<file path="src/rtl/mult_div_engine.sv">
// mult_div_engine
//   Iterative radix-2 multiply/divide unit that writes the HI/LO register
//   pair. One operation is in flight at a time and a fixed run takes 34
//   cycles from start to the write strobe.
//
//   Optional build macro: MULT_EARLY_TERM_EN
//     When defined, a multiply finishes as soon as the remaining multiplier
//     bits are all zero. Divides always run the full count.
//
//   Ports
//     clk        : clock, rising edge
//     rst        : asynchronous active-low reset
//     start      : launch an operation (only looked at while idle)
//     op         : 00 MULTU, 01 MULT, 10 DIVU, 11 DIV
//     src_a      : multiplicand / dividend
//     src_b      : multiplier / divisor
//     flush      : abandon the operation in progress
//     busy       : an operation is in progress
//     write      : one-cycle HI/LO write strobe
//     write_data : {hi, lo}; multiply = product, divide = {remainder, quotient}
module mult_div_engine #(
  parameter int WIDTH = 32,
  parameter int CNT_W = 6
) (
  input  logic                 clk,
  input  logic                 rst,
  input  logic                 start,
  input  logic [1:0]           op,
  input  logic [WIDTH-1:0]     src_a,
  input  logic [WIDTH-1:0]     src_b,
  input  logic                 flush,
  output logic                 busy,
  output logic                 write,
  output logic [2*WIDTH-1:0]   write_data
);

  typedef enum logic [2:0] {
    IDLE,
    PREP,
    RUN,
    FIX,
    DONE
  } state_t;

  state_t state, state_next;

  // Latched command
  logic [1:0]         op_q;
  logic [WIDTH-1:0]   a_q;
  logic [WIDTH-1:0]   b_q;

  // Result sign flags recorded in PREP
  logic               neg_main_q;
  logic               neg_rem_q;

  logic [CNT_W-1:0]   count;

  // Multiply datapath
  logic [2*WIDTH-1:0] acc;
  logic [2*WIDTH-1:0] mcand;
  logic [WIDTH:0]     mplier;

  // Divide datapath
  logic [WIDTH-1:0]   rem;
  logic [WIDTH-1:0]   quot;
  logic [WIDTH:0]     divisor;

  logic               is_div;
  logic               is_signed;
  logic [WIDTH:0]     ext_a;
  logic [WIDTH:0]     ext_b;
  logic [WIDTH:0]     abs_a;
  logic [WIDTH:0]     abs_b;
  logic [WIDTH:0]     mplier_shift;
  logic [WIDTH+1:0]   div_diff;
  logic [2*WIDTH-1:0] prod_fix;
  logic [WIDTH-1:0]   quot_fix;
  logic [WIDTH-1:0]   rem_fix;
  logic [2*WIDTH-1:0] result;
  logic               unused_bits;

  assign is_div    = op_q[1];
  assign is_signed = op_q[0];

  // Operands are widened by one bit so that the magnitude of the most
  // negative value is representable.
  assign ext_a = is_signed ? {a_q[WIDTH-1], a_q} : {1'b0, a_q};
  assign ext_b = is_signed ? {b_q[WIDTH-1], b_q} : {1'b0, b_q};
  assign abs_a = ext_a[WIDTH] ? -ext_a : ext_a;
  assign abs_b = ext_b[WIDTH] ? -ext_b : ext_b;

  assign mplier_shift = mplier >> 1;

  // Restoring divide step: shift the next dividend bit into the partial
  // remainder and try to subtract the divisor. A clear top bit of the
  // difference means the subtraction fits and the quotient bit is 1.
  assign div_diff = {1'b0, rem, quot[WIDTH-1]} - {1'b0, divisor};

  assign prod_fix = neg_main_q ? -acc  : acc;
  assign quot_fix = neg_main_q ? -quot : quot;
  assign rem_fix  = neg_rem_q  ? -rem  : rem;

  // Divide by zero bypasses the iteration result: the remainder is the raw
  // dividend and the quotient is all ones, whatever the signedness.
  always_comb begin
    result = prod_fix;
    if (is_div) begin
      if (b_q == '0) begin
        result = {a_q, {WIDTH{1'b1}}};
      end else begin
        result = {rem_fix, quot_fix};
      end
    end
  end

  // The difference never exceeds WIDTH bits when it is kept, so bit WIDTH
  // carries no information.
  assign unused_bits = div_diff[WIDTH];

  // State register
  always_ff @(posedge clk or negedge rst) begin
    if (!rst) begin
      state <= IDLE;
    end else begin
      state <= state_next;
    end
  end

  // Next-state logic. Flush beats everything outside IDLE, including the
  // FIX cycle that would otherwise load the result; inside IDLE it only
  // suppresses a simultaneous start.
  always_comb begin
    state_next = state;
    if (state != IDLE && flush) begin
      state_next = IDLE;
    end else begin
      case (state)
        IDLE: begin
          if (start && !flush) begin
            state_next = PREP;
          end
        end
        PREP: begin
          state_next = RUN;
`ifdef MULT_EARLY_TERM_EN
          if (!is_div && abs_b == '0) begin
            state_next = FIX;
          end
`endif
        end
        RUN: begin
          if (count == CNT_W'(WIDTH - 1)) begin
            state_next = FIX;
          end
`ifdef MULT_EARLY_TERM_EN
          else if (!is_div && mplier_shift == '0) begin
            state_next = FIX;
          end
`endif
        end
        FIX:     state_next = DONE;
        DONE:    state_next = IDLE;
        default: state_next = IDLE;
      endcase
    end
  end

  // Datapath registers. Work done in a cycle that is being flushed is
  // harmless because the next start reloads everything in PREP; only the
  // result load in FIX has to respect flush.
  always_ff @(posedge clk or negedge rst) begin
    if (!rst) begin
      op_q       <= '0;
      a_q        <= '0;
      b_q        <= '0;
      neg_main_q <= 1'b0;
      neg_rem_q  <= 1'b0;
      count      <= '0;
      acc        <= '0;
      mcand      <= '0;
      mplier     <= '0;
      rem        <= '0;
      quot       <= '0;
      divisor    <= '0;
      write_data <= '0;
    end else begin
      case (state)
        IDLE: begin
          if (start && !flush) begin
            op_q <= op;
            a_q  <= src_a;
            b_q  <= src_b;
          end
        end
        PREP: begin
          neg_main_q <= is_signed & (a_q[WIDTH-1] ^ b_q[WIDTH-1]);
          neg_rem_q  <= is_signed & a_q[WIDTH-1];
          count      <= '0;
          acc        <= '0;
          mcand      <= {{(WIDTH-1){1'b0}}, abs_a};
          mplier     <= abs_b;
          rem        <= '0;
          quot       <= abs_a[WIDTH-1:0];
          divisor    <= abs_b;
        end
        RUN: begin
          count <= count + CNT_W'(1);
          if (is_div) begin
            if (!div_diff[WIDTH+1]) begin
              rem  <= div_diff[WIDTH-1:0];
              quot <= {quot[WIDTH-2:0], 1'b1};
            end else begin
              rem  <= {rem[WIDTH-2:0], quot[WIDTH-1]};
              quot <= {quot[WIDTH-2:0], 1'b0};
            end
          end else begin
            if (mplier[0]) begin
              acc <= acc + mcand;
            end
            mcand  <= mcand << 1;
            mplier <= mplier_shift;
          end
        end
        FIX: begin
          if (!flush) begin
            write_data <= result;
          end
        end
        default: begin
        end
      endcase
    end
  end

  // The strobe is exactly the single DONE cycle, and busy covers every
  // non-idle state, so both fall out of the state register directly.
  assign busy  = (state != IDLE);
  assign write = (state == DONE);

endmodule
</file>
<file path="config.mk">
export PLATFORM = sky130hd
export DESIGN_NAME = mult_div_engine
export DESIGN_NICKNAME = d
export VERILOG_FILES = /design/src/rtl/mult_div_engine.sv
export SDC_FILE = /design/constraint.sdc
export NUM_CORES = 1
export LEC_CHECK = 0
export ABC_AREA = 0
export CELL_PAD_IN_SITES_DETAIL_PLACEMENT = 0
export CELL_PAD_IN_SITES_GLOBAL_PLACEMENT = 1
export CORE_MARGIN = 2
export CORE_UTILIZATION = 50
export DETAILED_ROUTE_END_ITERATION = 10
export GPL_TIMING_DRIVEN = 1
export PLACE_DENSITY = 0.86
export SKIP_CTS_REPAIR_TIMING = 1
export SYNTH_ARGS = -nofsm -noshare
export SYNTH_HDL_FRONTEND = slang
export SYNTH_SLANG_ARGS = --single-unit
</file>
<file path="constraint.sdc">
create_clock -name clk -period 7.95 [get_ports clk]
set_input_delay 1.9875 -clock clk [delete_from_list [all_inputs] [get_ports clk]]
set_output_delay 1.9875 -clock clk [all_outputs]
set_load 0.02 [all_outputs]
</file>
==> results.cfg, run 1 <==
[status]
status = complete, no violations

[worst_setup_path]
end_kind = register
worst_ep_required_time_ns = 8.43
cp.arrival_ns = 4.81
crit_fanout = 7
start_kind = register
worstSetupPathType = reg -> reg

[yosys]
synth_warnings = 0
yosys.area.top_type_share_pct = 38.88
synth_edf_count = 0
synth.net_count = 3212
synthTopCellsByArea = dfrtp_1, o21ai_0, nand2_1
yosys.area.top_type = dfrtp_1
async_flop_share_pct = 100.0
ys_types = 76
ys_ff_latch = 399
netlist_instances = 3038
syn_area_um2 = 25680
ys_seq_area_share_pct = 38.88
syn_avg_cell_area_um2 = 8.454
synth_flop_cell = dfrtp_1

[clocking]
numCtsBuffers = 46
root_buffer = clkbuf_16
cts_tree = yes
cts_max_level = 2
clock_path_buffers = 3
clk_pin_slew_ns = 0.06
cts_sinks = 399
clk_latency_ns = 0.60

[detailed_routing]
vias = 22700
viasPerCell = 5.997
firstDrtPassIters = 8
wl_per_cell_um = 20.68
drc = 0
ant_nets = 0
drtIter0Drc = 1802
drt_wl_total_um = 78290

[floorplanning]
io_pins = 136
dieArea_um2 = 53190
dieHeight_um = 230.6
core_um2 = 51090
initial_core_util_pct = 50.26
die_x_um = 230.6
row_count = 83

[pwr]
p_leak_nw = 12.84
comb_power_share_pct = 49.0
power.switching_mw = 5.091
fin_total_pwr_mw = 11.50
ir_drop_v = 0.0002133
pwr_density_cell_nw_per_um2 = 394.5
seq_power_share_pct = 30.6
p_int_mw = 6.404
swShare_pct = 44.29
pwr-share-clk_pct = 20.4

[placement]
io_buffers = 135
dpl.hpwl_um = 57610
dp_cells = 3699
routabilityCongestion = 0.9473

[run]
maxCapViolations = 0

[global_route]
grt.total_usage_pct = 29.49
grt_pass1_wl_um = 124000
grt_pass1_vias = 21802
antenna_found_initial = 0
grt_max_degree = 166
grt_overflow = 0

[sta]
layout_min_cycle_time_ns = 4.331
max_freq_mhz = 230.9
tns_ns = 0
relSlewSlack_pct = 28.94
finalSetupViolations = 0
period_share_pct = 54.48
hold_ws_ns = 0.4718
clock_skew_ns = 0.02114
drv_slew = 0
worstMarginPinSlew_ns = 1.066
grt_setup_unrepaired = no
report.final.hold_viol_count = 0

[worst_hold_path]
hold_class = reg -> reg

[layout]
drive_above_1_share_pct = 6.699
diodes = 0
final_cells = 3785
syn2layout_area_growth_pct = 13.47
fin_nets = 3241
==> worst max-delay path, stage by stage, from the launching register on <==
cell,delay [ns]
dfrtp_1,0.48
ha_1,0.24
inv_1,0.07
fa_1,0.40
nor2b_1,0.16
o31ai_1,0.13
o21ai_0,0.68
o21ai_0,0.30
a2111oi_0,0.42
buf_4,0.22
o2111ai_1,0.16
a31oi_1,0.33
o21ai_0,0.18
a21o_1,0.20
a32o_1,0.25
==> cell usage in the layout (no fill, tap or decap), types with 10 or more instances in the layout <==
cell,Yosys,final
buf_4,0,19
o21a_1,16,16
nor4_1,11,11
o22ai_1,30,30
o211ai_1,14,14
dfrtp_1,399,397
clkbuf_16,0,47
o31ai_1,56,56
o21bai_1,13,13
or3_1,38,38
o41ai_1,20,20
nand4_1,26,26
nand2b_1,21,21
or4_1,26,26
clkdlybuf4s50_1,0,134
xor2_1,117,117
nor3_1,33,33
or2_2,11,11
mux2_2,68,68
nor2_1,200,198
a21o_1,59,59
nor2b_1,11,11
nand2_1,463,461
ha_1,102,102
mux2i_1,30,30
a31oi_1,16,16
and2_1,19,19
clkinv_2,0,10
a211oi_1,12,12
xnor2_1,137,137
o21ai_0,421,420
nand3_1,49,47
inv_1,70,70
a21oi_1,238,238
and3_1,21,21
==> sequential cells by signal, summed over array words and instances (netlist names) <==
name / count
divisor: 33
b_q: 32
a_q: 32
neg_rem_q: 1
mplier: 33
count: 6
quot: 32
rem: 32
acc: 64
state: 3
op_q: 2
write_data: 64
mcand: 64
neg_main_q: 1
==> per-stage QoR <==
stage          utilization (%)  cell area [um^2]  worst slack [ns]
3_5_place_dp             53.78             27480             3.616
2_1_floorplan                -             25680             4.602
4_1_cts                  57.04             29140             3.682
6_report                 57.04             29140             3.619
3_3_place_gp             53.78             27480             3.736
5_1_grt                  57.04             29140             3.422
==> final timing paths <==
path / start / endpoint / slack (ns) / depth (start not counted)
max: acc[0] / acc[58] / 3.62 / 14
min: write_data[0] / write_data[0] / 0.47 / 2
max reg2reg: acc[0] / acc[58] / 3.62 / 14
min reg2reg: write_data[0] / write_data[0] / 0.47 / 2
max in group asynchronous: rst / neg_main_q / 5.16 / 2
min in group asynchronous: rst / quot[5] / 1.34 / 1
==> synth_stat cells, types with 26 or more instances <==
master,n
inv_1,70
o31ai_1,56
xor2_1,117
nand4_1,26
mux2_2,68
a21oi_1,238
or3_1,38
dfrtp_1,399
o22ai_1,30
o21ai_0,421
nor2_1,200
ha_1,102
xnor2_1,137
nor3_1,33
clkbuf_1,160
nand2_1,463
mux2i_1,30
nand3_1,49
a21o_1,59
or4_1,26
==> power groups by stage <==
stage | Clock [mW] | Combinational [mW] | Sequential (mW)
finish | 2.34 | 5.63 | 3.52
floorplan | 0 | 3.99 | 3.31
global route | 2.46 | 6.26 | 3.60
global placement | 0 | 5.47 | 3.51
CTS | 2.38 | 5.60 | 3.51
detailed placement | 0 | 5.57 | 3.53
==> cell families after synthesis <==
group	Yosys count	synth area share (%)
AO/OA/AOI/OAI	981	22.65
XOR/XNOR	254	8.662
adder cells (fa/ha/maj)	104	5.125
buffers and inverters	245	3.625
flip-flops	399	38.88
multiplexers	98	4.151
AND/OR/NAND/NOR	957	16.91
==> per-layer routing <==
| metal | GRT usage (%) | share of wire [%] | vias to the layer above |
|---|---|---|---|
| met2 | 47.59 | 46 | 715 |
| met5 | 0 | 0 | - |
| li1 | - | - | 10876 |
| met4 | 10.40 | 3.6 | 0 |
| met1 | 40.31 | 44 | 10971 |
| met3 | 4.681 | 6.1 | 138 |
==> final cells by class <==
class	instances	area [um^2]
timing repair buffer	156	1539
multi-input combinational	2394	14840
clock buffer	57	1244
sequential	399	9990
tap	680	850.8
clock inverter	29	417.9
fill	4694	21950
inverter	70	262.8
Power figures use the tool's default switching activity.
==> run 2, diff against run 1 <==
- CORE_UTILIZATION: 50 -> 42
- PLACE_DENSITY: 0.86 -> 0.77
- clock period: 7.95 -> 3.7 ns (I/O delays scaled with it)
==> run 2 against run 1 <==
Effect of this change: flip-flop and latch count unchanged; global-route usage is 3.4 points lower; critical path depth decreased by 5; first-iteration DRC count fell by 6.8%; clock-buffer cell count up 3; die area is 19% higher; utilization shrank 6.4 points; via count grew 1.5%; total power up 130%; worst setup slack got worse by 3.5 ns; clock skew barely moved; critical path type unchanged; largest power group unchanged.
==> results.cfg, run 2 (synthesis gave the netlist of run 1 again) <==
[pwr]
comb_power_share_pct = 51.9
swShare_pct = 43.70
pwr-share-clk_pct = 20.2
p_int_mw = 14.69
seq_power_share_pct = 28.0
pwr_density_cell_nw_per_um2 = 854.4
fin_total_pwr_mw = 26.10
ir_drop_v = 0.0003729
power.switching_mw = 11.40
p_leak_nw = 13.62

[layout]
layout_common_cells = nand2_1, o21ai_0, dfrtp_1
fin_nets = 3375
diodes = 0
top_regs = acc: 64 flops, mcand: 64 flops, write_data: 64 flops
post-route-util_pct = 50.61
drive_above_1_share_pct = 11.14
final_cells = 4023
syn2layout_area_growth_pct = 18.94
nFillCells = 5764
final_common_cell = nand2_1

[sta]
fin_ws_ns = 0.1313
worstMarginPinSlew_ns = 0.9281
clock_skew_ns = 0.02144
drv_slew = 0
report.final.hold_viol_count = 0
layout_min_cycle_time_ns = 3.569
finalSetupViolations = 0
max_freq_mhz = 280.2
relSlewSlack_pct = 37.99
grt_setup_unrepaired = no
period_share_pct = 96.45

[clocking]
clk_latency_ns = 0.62
numCtsBuffers = 48
cts_max_level = 2
cts_tree = yes
root_buffer = clkbuf_16
clock_path_buffers = 3
cts_sinks = 399
clk_pin_slew_ns = 0.06

[worst_setup_path]
worst_ep_required_time_ns = 4.18
start_kind = register
worstSetupPathType = reg -> reg
reg2reg_slack_ns = 0.13
end_kind = register
cp.arrival_ns = 4.05
crit_fanout = 6

[detailed_routing]
drt_wl_total_um = 82400
viasPerCell = 5.728
firstDrtPassIters = 5
vias = 23044
drtIter0Drc = 1680
wl_per_cell_um = 20.48
ant_nets = 0
drc = 0

[placement]
dpl.hpwl_um = 62740
io_buffers = 135
pre_cts_slack_ns = -0.2609
routabilityCongestion = 0.9353
dp_cells = 3932

[floorplanning]
dieHeight_um = 251.3
die_x_um = 251.3
initial_core_util_pct = 42.55
io_pins = 136
dieArea_um2 = 63140
row_count = 90
core_um2 = 60360

[global_route]
grt_pass1_vias = 22350
antenna_found_initial = 0
grt_max_degree = 128
grt_overflow = 0
grt_pass1_wl_um = 129200
grt.total_usage_pct = 26.09

[run]
maxCapViolations = 0

[worst_hold_path]
hold_class = in -> async

[status]
status = complete, no violations
==> run 2: cell types whose count changed in the layout (fill, tap and decap cells not counted), moves of 2 or more <==
cell,previous run,this run
buf_12,2,10
clkbuf_1,7,4
or4_4,4,6
buf_4,19,143
clkbuf_8,3,8
a31oi_1,16,14
a2111oi_0,4,2
o21ai_1,7,12
or4_1,26,24
o21ai_0,420,414
==> run 2: final timing paths <==
check,start,to,depth (start not counted)
max in group asynchronous,rst,b_q[23],2
max reg2reg,acc[11],write_data[62],9
min,rst,write_data[0],1
min reg2reg,write_data[0],write_data[0],2
max,acc[11],write_data[62],9
min in group clk,write_data[0],write_data[0],2
==> run 2: per-layer routing <==
metal / part of all wire (%) / track usage [%] / wire length [um] / vias to the layer above
met2: 47 / 42.93 / 38490 / 632
met3: 5.4 / 3.375 / 4477 / 133
met4: 3.4 / 9.388 / 2824 / 0
li1: - / - / - / 11159
met5: 0 / 0 / 0 / -
met1: 44 / 35.29 / 36610 / 11120
==> run 2: critical path, stage by stage, from the launching register on <==
cell	delay, ns
dfrtp_1	0.47
or4_4	0.47
or4_4	0.48
or3_1	0.41
nand2b_1	0.23
or4_4	0.53
or2_1	0.27
o41ai_2	0.23
xor2_1	0.19
o221ai_1	0.14
==> run 2: power groups by stage <==
stage	sequential (mW)	combinational [mW]	clock, mW
6_report	7.30	13.5	5.26
5_1_grt	7.50	14.9	5.54
4_1_cts	7.28	13.3	5.34
3_5_place_dp	7.35	13.3	0
3_3_place_gp	7.28	13.1	0
2_1_floorplan	7.11	8.58	0
==> run 2: cell type report <==
type                            instances  area (um^2)  area share [%]
Clock inverter                         30        427.9           1.401
Tap cell                              782        978.4           3.203
Clock buffer                           60         1326           4.342
Timing Repair Buffer                  288         2630           8.610
Multi-Input combinational cell       2394        14930           48.88
Inverter                               70        262.8          0.8602
Sequential cell                       399         9990           32.70
==> run 2: metrics by stage <==
step / instance area (um^2) / hold WS [ns] / TNS, ns
floorplan: 25680 / 0.4439 / 0
global placement: 28690 / 0.4575 / -0.3740
detailed placement: 28690 / 0.4641 / -0.7856
CTS: 30450 / 0.3926 / -0.8811
global route: 30550 / 0.3821 / 0
finish: 30550 / 0.3033 / 0
==> run 3, diff against run 2 <==
- CORE_UTILIZATION: 42 -> 25
- PLACE_DENSITY: 0.77 -> 0.5
- SKIP_CTS_REPAIR_TIMING: 1 -> unset
==> run 3 against run 2 <==
Effect of this change: critical path depth stayed put; highest routed layer is now met5; first-iteration DRC count fell by 4.3%; clock skew increased by 0.0042 ns; combinational power is 5% higher; die area rose by 67%; register-to-register slack lost 0.04 ns.
==> results.cfg, run 3 (synthesis gave the netlist of run 1 again) <==
[worst_setup_path]
crit_chain = or4_4 > or4_4 > or3_4 > nand2b_1 > or4_4 > or2_1 > o41ai_2 > xor2_1 > o221ai_1
end_kind = register
start_kind = register
crit_family = simple AND/OR/NAND/NOR gates
cpMaxStageDelayCell = or4_4
cp_common_cell = or4_4
critPathMaxStageDelay_ns = 0.54
worstSetupPathType = reg -> reg
crit_fanout = 6
cp.arrival_ns = 4.10
worst_ep_required_time_ns = 4.19
cp.buffers_inverters = 0

[sta]
clock_skew_ns = 0.02560
layout_min_cycle_time_ns = 3.613
max_freq_mhz = 276.8
finalSetupViolations = 0
period_share_pct = 97.64
worstMarginPinSlew_ns = 1.063
fin_ws_ns = 0.08747
relSlewSlack_pct = 28.97
drv_slew = 0
report.final.hold_viol_count = 0
hold_ws_ns = 0.2615
grt_setup_unrepaired = no

[status]
status = complete, no violations

[global_route]
grt_max_degree = 128
grt_pass1_wl_um = 150000
met1_usage_pct = 27.35
grt_overflow = 0
grt.total_usage_pct = 18.39
grt-busiest-layer = met2
grt.met3_usage_pct = 2.033
use_met2_pct = 27.80
grt_pass1_vias = 23301
antenna_found_initial = 2

[placement]
dpl.hpwl_um = 75080
io_buffers = 135
pre_cts_slack_ns = -0.09936
routabilityCongestion = 0.9101

[layout]
syn2layout_area_growth_pct = 23.25
nFillCells = 10859
layout_common_cells = nand2_1, o21ai_0, dfrtp_1
fin_nets = 3419
top_regs = acc: 64 flops, mcand: 64 flops, write_data: 64 flops
final_common_cell = nand2_1
drive_above_1_share_pct = 12.06

[detailed_routing]
viasPerCell = 5.008
wl_per_cell_um = 21.06
drc = 0
firstDrtPassIters = 5
ant_nets = 0
drtIter0Drc = 1607
drt_wl_total_um = 98030
vias = 23308

[floorplanning]
row_count = 117
dieHeight_um = 324.5
die_x_um = 324.5
dieArea_um2 = 105300
core_um2 = 101900
io_pins = 136
initial_core_util_pct = 25.21

[clocking]
root_buffer = clkbuf_16
clk_pin_slew_ns = 0.06
clk_latency_ns = 0.65
cts_tree = yes
cts_max_level = 2
numCtsBuffers = 53
hold_buffers = 0
clock_path_buffers = 3
cts_sinks = 399

[pwr]
p_leak_nw = 13.84
ir_drop_v = 0.0003468
pwr_density_cell_nw_per_um2 = 849.0

[worst_hold_path]
hold_class = in -> async

[run]
maxCapViolations = 0
-- run 3: cell types whose count changed in the layout (fill, tap and decap cells not counted), sizes merged --
cell	previous run	this run
bufinv	9	5
inv	72	71
clkbuf	60	76
diode	0	3
clkinvlp	3	0
buf	154	193
clkinv	16	11
-- run 3: layer usage --
metal	share of wire, %	up-vias
li1	-	11253
met2	43	511
met1	51	11416
met5	0.013	-
met3	4.0	126
met4	2.7	2
-- run 3: final cells by class --
| cell class | count | area, um^2 | area share [%] |
|---|---|---|---|
| antenna | 3 | 7.507 | 0.02372 |
| clock buffer | 76 | 1554 | 4.909 |
| clock inverter | 17 | 236.5 | 0.7471 |
| inverter | 70 | 262.8 | 0.8301 |
| multi-input combinational | 2394 | 14920 | 47.13 |
| sequential | 399 | 9990 | 31.56 |
| tap | 1368 | 1712 | 5.408 |
| timing repair buffer | 327 | 2973 | 9.392 |
-- run 3: power breakdown --
| group | leakage [nW] | switching [mW] | internal, mW | total (mW) |
|---|---|---|---|---|
| clock | 0.890 | 2.13 | 3.25 | 5.38 |
| combinational | 7.90 | 8.21 | 5.98 | 14.2 |
| sequential | 5.05 | 1.57 | 5.73 | 7.29 |
-- run 3: worst register-to-register path, delay by kind of cell (launching register included) --
kind	cells	cell delay [ns]
DFF	1	0.42
AOI/OAI and AO/OA	2	0.41
and+or+nand+nor	6	2.42
xor gates and xnor gates	1	0.22
-- run 3: per-stage QoR --
stage	total power [mW]	utilization (%)	setup TNS (ns)	std cells	area (um^2)
after floorplan	15.69	-	0	3038	25680
after global placement	21.39	29.22	-0.2642	4557	29770
after detailed placement	21.44	29.22	-0.1782	4557	29770
after CTS	27.03	30.98	0	4650	31570
after global routing	28.97	31.06	0	4651	31650
final	26.87	31.07	0	4654	31650
-- run 3: repair_timing --
| action | 4_1_cts | 5_1_grt |
|---|---|---|
| endpoints found under the setup margin | 4 | 28 |
| resized for setup | 3 | 16 |
| pin swaps | 0 | 2 |
| buffers inserted | 0 | 1 |
-- run 3: final timing paths --
check / from / to / slack, ns / cells past startpoint
max: acc[10] / write_data[62] / 0.09 / 9
min: rst / mplier[24] / 0.26 / 1
max reg2reg: acc[10] / write_data[62] / 0.09 / 9
min reg2reg: write_data[12] / write_data[12] / 0.48 / 2
max in group asynchronous: rst / mplier[29] / 2.57 / 2
min in group clk: write_data[12] / write_data[12] / 0.48 / 2
